<file path="config.mk">
export PLATFORM = sky130hd
export DESIGN_NAME = pixel_assembler
export DESIGN_NICKNAME = d
export VERILOG_FILES = /design/src/rtl/pixel_assembler.sv
export SDC_FILE = /design/constraint.sdc
export NUM_CORES = 1
export LEC_CHECK = 0
export BUFFER_PORTS_ARGS = -buffer_cell sky130_fd_sc_hd__buf_4
export CELL_PAD_IN_SITES_DETAIL_PLACEMENT = 1
export CELL_PAD_IN_SITES_GLOBAL_PLACEMENT = 1
export CORE_UTILIZATION = 27
export CTS_BUF_LIST = sky130_fd_sc_hd__clkbuf_8 sky130_fd_sc_hd__clkbuf_16
export DETAILED_ROUTE_END_ITERATION = 10
export HOLD_SLACK_MARGIN = 0.03
export PLACE_DENSITY = 0.68
export REMOVE_ABC_BUFFERS = 1
export SYNTH_ARGS = -nofsm -noshare
export SYNTH_HDL_FRONTEND = slang
export SYNTH_SLANG_ARGS = --single-unit
export TNS_END_PERCENT = 10
</file>
<file path="constraint.sdc">
create_clock -name I_CLK -period 2.05 [get_ports I_CLK]
set_input_delay 0.205 -clock I_CLK [delete_from_list [all_inputs] [get_ports I_CLK]]
set_output_delay 0.205 -clock I_CLK [all_outputs]
set_load 0.05 [all_outputs]
</file>
<file path="src/rtl/pixel_assembler.sv">
`default_nettype none
// ============================================================================
// Module  : pixel_assembler
// Brief   : Packs a byte-serial R,G,B subpixel stream into {R,G,B} pixels
//           with a one-entry output register and SOF resynchronisation.
// Revision: 1.0
// ============================================================================
module pixel_assembler #(
    parameter int P_PIXEL_DEPTH    = 24,
    parameter int P_SUBPIXEL_DEPTH = P_PIXEL_DEPTH / 3,
    parameter int P_COUNT_WIDTH    = 16
) (
    input  logic                        I_CLK,
    input  logic                        I_RESET,
    input  logic [P_SUBPIXEL_DEPTH-1:0] I_SUBPIXEL,
    input  logic                        I_SUBPIXEL_VALID,
    input  logic                        I_SOF,
    output logic                        O_SUBPIXEL_READY,
    output logic [P_PIXEL_DEPTH-1:0]    O_PIXEL,
    output logic                        O_PIXEL_VALID,
    input  logic                        I_PIXEL_READY,
    output logic [P_COUNT_WIDTH-1:0]    O_PIXEL_COUNT,
    output logic                        O_SYNC_ERR
);

    localparam logic [P_COUNT_WIDTH-1:0] C_COUNT_ONE = P_COUNT_WIDTH'(1);

    typedef enum logic [1:0] {
        S_R = 2'd0,
        S_G = 2'd1,
        S_B = 2'd2
    } state_t;

    state_t                      state_q, state_d;
    logic [P_SUBPIXEL_DEPTH-1:0] r_q, r_d;
    logic [P_SUBPIXEL_DEPTH-1:0] g_q, g_d;
    logic [P_PIXEL_DEPTH-1:0]    pixel_q, pixel_d;
    logic                        pixel_valid_q, pixel_valid_d;
    logic [P_COUNT_WIDTH-1:0]    count_q, count_d;
    logic                        sync_err_q, sync_err_d;

    logic                        w_ready;
    logic                        w_accept;
    logic                        w_handoff;

    // B may only enter when the output slot is free or draining this cycle.
    always_comb begin
        w_ready = 1'b0;
        if (I_RESET) begin
            w_ready = (state_q == S_B) ? (!pixel_valid_q || I_PIXEL_READY) : 1'b1;
        end
    end

    assign w_accept  = I_SUBPIXEL_VALID && w_ready;
    assign w_handoff = pixel_valid_q && I_PIXEL_READY;

    always_comb begin
        state_d       = state_q;
        r_d           = r_q;
        g_d           = g_q;
        pixel_d       = pixel_q;
        pixel_valid_d = pixel_valid_q;
        count_d       = count_q;
        sync_err_d    = 1'b0;

        if (w_handoff) begin
            pixel_valid_d = 1'b0;
            count_d       = count_q + C_COUNT_ONE;
        end

        if (w_accept) begin
            if (I_SOF) begin
                // A pixel handed off on the SOF edge is counted after the clear.
                r_d        = I_SUBPIXEL;
                state_d    = S_G;
                sync_err_d = (state_q != S_R);
                count_d    = w_handoff ? C_COUNT_ONE : '0;
            end else begin
                case (state_q)
                    S_R: begin
                        r_d     = I_SUBPIXEL;
                        state_d = S_G;
                    end
                    S_G: begin
                        g_d     = I_SUBPIXEL;
                        state_d = S_B;
                    end
                    S_B: begin
                        pixel_d       = {r_q, g_q, I_SUBPIXEL};
                        pixel_valid_d = 1'b1;
                        state_d       = S_R;
                    end
                    default: state_d = S_R;
                endcase
            end
        end
    end

    always_ff @(posedge I_CLK) begin
        if (!I_RESET) begin
            state_q       <= S_R;
            r_q           <= '0;
            g_q           <= '0;
            pixel_q       <= '0;
            pixel_valid_q <= 1'b0;
            count_q       <= '0;
            sync_err_q    <= 1'b0;
        end else begin
            state_q       <= state_d;
            r_q           <= r_d;
            g_q           <= g_d;
            pixel_q       <= pixel_d;
            pixel_valid_q <= pixel_valid_d;
            count_q       <= count_d;
            sync_err_q    <= sync_err_d;
        end
    end

    assign O_SUBPIXEL_READY = w_ready;
    assign O_PIXEL          = pixel_q;
    assign O_PIXEL_VALID    = pixel_valid_q;
    assign O_PIXEL_COUNT    = count_q;
    assign O_SYNC_ERR       = sync_err_q;

endmodule
`default_nettype wire

</file>
==> impl_metrics.env <==
export IMPL_status="finished, final reports clean"
export IMPL_drt_iter0_drc=44
export IMPL_wirelength_microns=5636
export IMPL_swShare_pct=22.15
export IMPL_htreeDepth=3
export IMPL_final_util_pct=37.42
export IMPL_clkPwrFrac_pct=45.7
export IMPL_crit_arrival_ns=2.20
export IMPL_p_switching_mw=0.5224
export IMPL_syn_instance_count=238
export IMPL_cts_tree="yes"
export IMPL_cts_reportedPaths_clkPinSlew_ns=0.07
export IMPL_endpoint_kind="register"
export IMPL_finalHoldViolations=0
export IMPL_die_w_microns=94.77
export IMPL_tightestPinTransition_ns=0.7511
export IMPL_combinationalPowerShare_pct=4.2
export IMPL_power_mw=2.358
export IMPL_synth_seq_cells=60
export IMPL_fin_skew_ns=0.003934
export IMPL_fin_area_sq_um=3090
export IMPL_reg2reg_to="O_PIXEL_COUNT[15]"
export IMPL_synth_edff_count=0
export IMPL_num_rows=33
export IMPL_grt_start_max_net_pins=46
export IMPL_overflow=0
export IMPL_p_leak_nw=1.495
export IMPL_drive_gt1_share_pct=27.96
export IMPL_worst_r2r_path_depth=4
export IMPL_drt_pass1_iterations=4
export IMPL_wire_per_inst_microns=13.78
export IMPL_place_ws_ns=0.1396
export IMPL_max_freq_mhz=519.3
export IMPL_cp_required_ns=2.32
export IMPL_portBuffers=55
export IMPL_min_from="I_SUBPIXEL[3]"
export IMPL_clockBufferDepth=2
export IMPL_place_area_sq_um=2888
export IMPL_core_area_sq_um=8258
export IMPL_die_area_sq_um=8980
export IMPL_gp_congestion=0.7360
export IMPL_clkLatencyLatePin_ns=0.34
export IMPL_antenna_found_initial=0
export IMPL_path_max_fanout=8
export IMPL_die_h_microns=94.77
export IMPL_crit_type="register to register"
export IMPL_grt_pass1_vias=1923
export IMPL_cts_sinks=60
export IMPL_synthFlopType="dfxtp_1"
export IMPL_ys_types=35
export IMPL_detail_route_antenna_nets=0
export IMPL_hpwl_microns=3872
export IMPL_min_to="O_PIXEL[3]"
export IMPL_synthesis_area_sq_um=2323
export IMPL_cap_viol_max_count=0
export IMPL_final_setup_viol_count=0
export IMPL_hold_path_class="primary input to register"
export IMPL_synth_avg_cell_area_sq_um=9.763
export IMPL_grt_use_total_pct=13.77
export IMPL_layout_nets=313
export IMPL_drc_errors=0
export IMPL_diodes=0
export IMPL_seq_power_share_pct=50.2
export IMPL_relSlewSlack_pct=49.78
export IMPL_drv_slew=0
export IMPL_cts_buffers=9
export IMPL_post_drt_via_cell_ratio=4.726
export IMPL_yosysSeqAreaShare_pct=51.70
export IMPL_vias=1933
export IMPL_root_buffer="clkbuf_8"
export IMPL_ctsResizeCount=0
export IMPL_grt_setup_unrepaired="false"
export IMPL_critPathLaunchType="register"
export IMPL_cts_setup_buffers=0
export IMPL_start_util_pct=28.14
export IMPL_rr_startpoint="O_PIXEL_COUNT[6]"
export IMPL_fin_ws_ns=0.1242
export IMPL_ir_drop_v=0.0003423
export IMPL_io_pins=56
export IMPL_timing_final_crit_share_pct=93.94
export IMPL_fin_tns_setup_ns=0
export IMPL_synthArstFlopShare_pct=0
export IMPL_synth_warnings=0
export IMPL_min_path_cells=3
export IMPL_r2r_slack_ns=0.12
export IMPL_area_growth_pct=33.01
export IMPL_power_density_nw_per_um2=763.0
export IMPL_cts_hold_buf=0
export IMPL_internal_power_mw=1.836
export IMPL_grt_pass1_wl_microns=9315
export IMPL_min_period_ns=1.926
[how the worst max path moves through the flow]
stage	start	to	slack [ns]	depth (start not counted)
2_1_floorplan	O_PIXEL_VALID	O_PIXEL[0]	-0.44	4
3_3_place_gp	O_PIXEL_COUNT[6]	O_PIXEL_COUNT[15]	0.23	4
3_5_place_dp	O_PIXEL_COUNT[6]	O_PIXEL_COUNT[15]	0.14	4
4_1_cts	O_PIXEL_COUNT[6]	O_PIXEL_COUNT[15]	0.12	4
5_1_grt	O_PIXEL_COUNT[6]	O_PIXEL_COUNT[15]	0.01	4
6_report	O_PIXEL_COUNT[6]	O_PIXEL_COUNT[15]	0.12	4
[registers in the layout, summed over array words and instances (netlist names)]
| signal | count |
|---|---|
| g_q | 8 |
| r_q | 8 |
| state_q | 2 |
| O_PIXEL_VALID | 1 |
| O_PIXEL_COUNT | 16 |
| O_SYNC_ERR | 1 |
| O_PIXEL | 24 |
[per-stage QoR]
step / hold slack (ns) / std cells
after floorplan: 0.3489 / 225
after detailed placement: 0.4684 / 393
final: 0.1185 / 409
after global placement: 0.4598 / 393
after CTS: 0.1026 / 409
after global routing: 0.1186 / 409
[per-layer routing]
layer / part of all wire, % / track usage, %
met5: 0 / 0
met2: 45 / 21.64
met4: 1.8 / 6.818
met3: 6.9 / 4.106
met1: 46 / 17.05
[cells in the mapped netlist, types with 2 or more instances]
master,instances,area [sq um]
o31ai_1,2,15.01
or3_2,3,22.52
dfxtp_1,60,1201
o21ai_0,3,15.01
nand2_1,9,33.78
mux2i_1,40,400.4
xnor2_1,3,26.28
nor2_1,50,187.7
nand4_1,6,37.54
nand3_1,6,30.03
clkbuf_1,9,33.78
nand2b_1,2,12.51
nor3_1,2,10.01
buf_2,3,15.01
inv_1,3,11.26
or4_1,4,30.03
a21oi_1,9,45.04
nor3b_1,2,15.01
and4_1,2,17.52
xor2_1,5,43.79
[critical path, cell delays in order (launching register included)]
cell,delay (ns)
dfxtp_1,0.41
nand4_1,0.14
or4_1,0.67
or4_1,0.51
a21oi_1,0.14
[power by group through the flow]
stage	combinational, mW	clock (mW)	sequential (mW)
after floorplan	0.0468	0	1.21
after global placement	0.0977	0	1.21
after detailed placement	0.100	0	1.21
after CTS	0.101	1.12	1.18
after global routing	0.111	1.16	1.18
final	0.0984	1.08	1.18
[logic make-up (layout without fill, tap and decap cells)]
family	count (synthesis)	count (layout)	synth area share [%]
xor+xnor	8	8	3.016
mux	40	40	17.23
compound gates	21	21	5.654
buf+inv	17	83	2.907
simple gates	91	91	18.96
fa+ha+maj	1	1	0.5384
flops	60	60	51.70
[cell usage in the layout, fill, tap and decap left out, types with 4 or more instances in the layout]
master,Yosys,final
a21oi_1,9,9
nand3_1,6,6
mux2i_1,40,40
xor2_1,5,5
nand4_1,6,6
nor2_1,50,50
dfxtp_1,60,60
inv_1,3,4
or4_1,4,4
nand2_1,9,9
buf_4,0,62
clkbuf_8,0,11
[cell type report]
type                       count  area, sq um
tap                          105        131.4
inverter                       4        15.01
fill                         980         5167
clock inverter                 5        51.30
clock buffer                  11        151.4
multi-input combinational    161         1055
sequential                    60         1201
timing repair buffer          63        485.5
(Power assumes the default switching activity.)
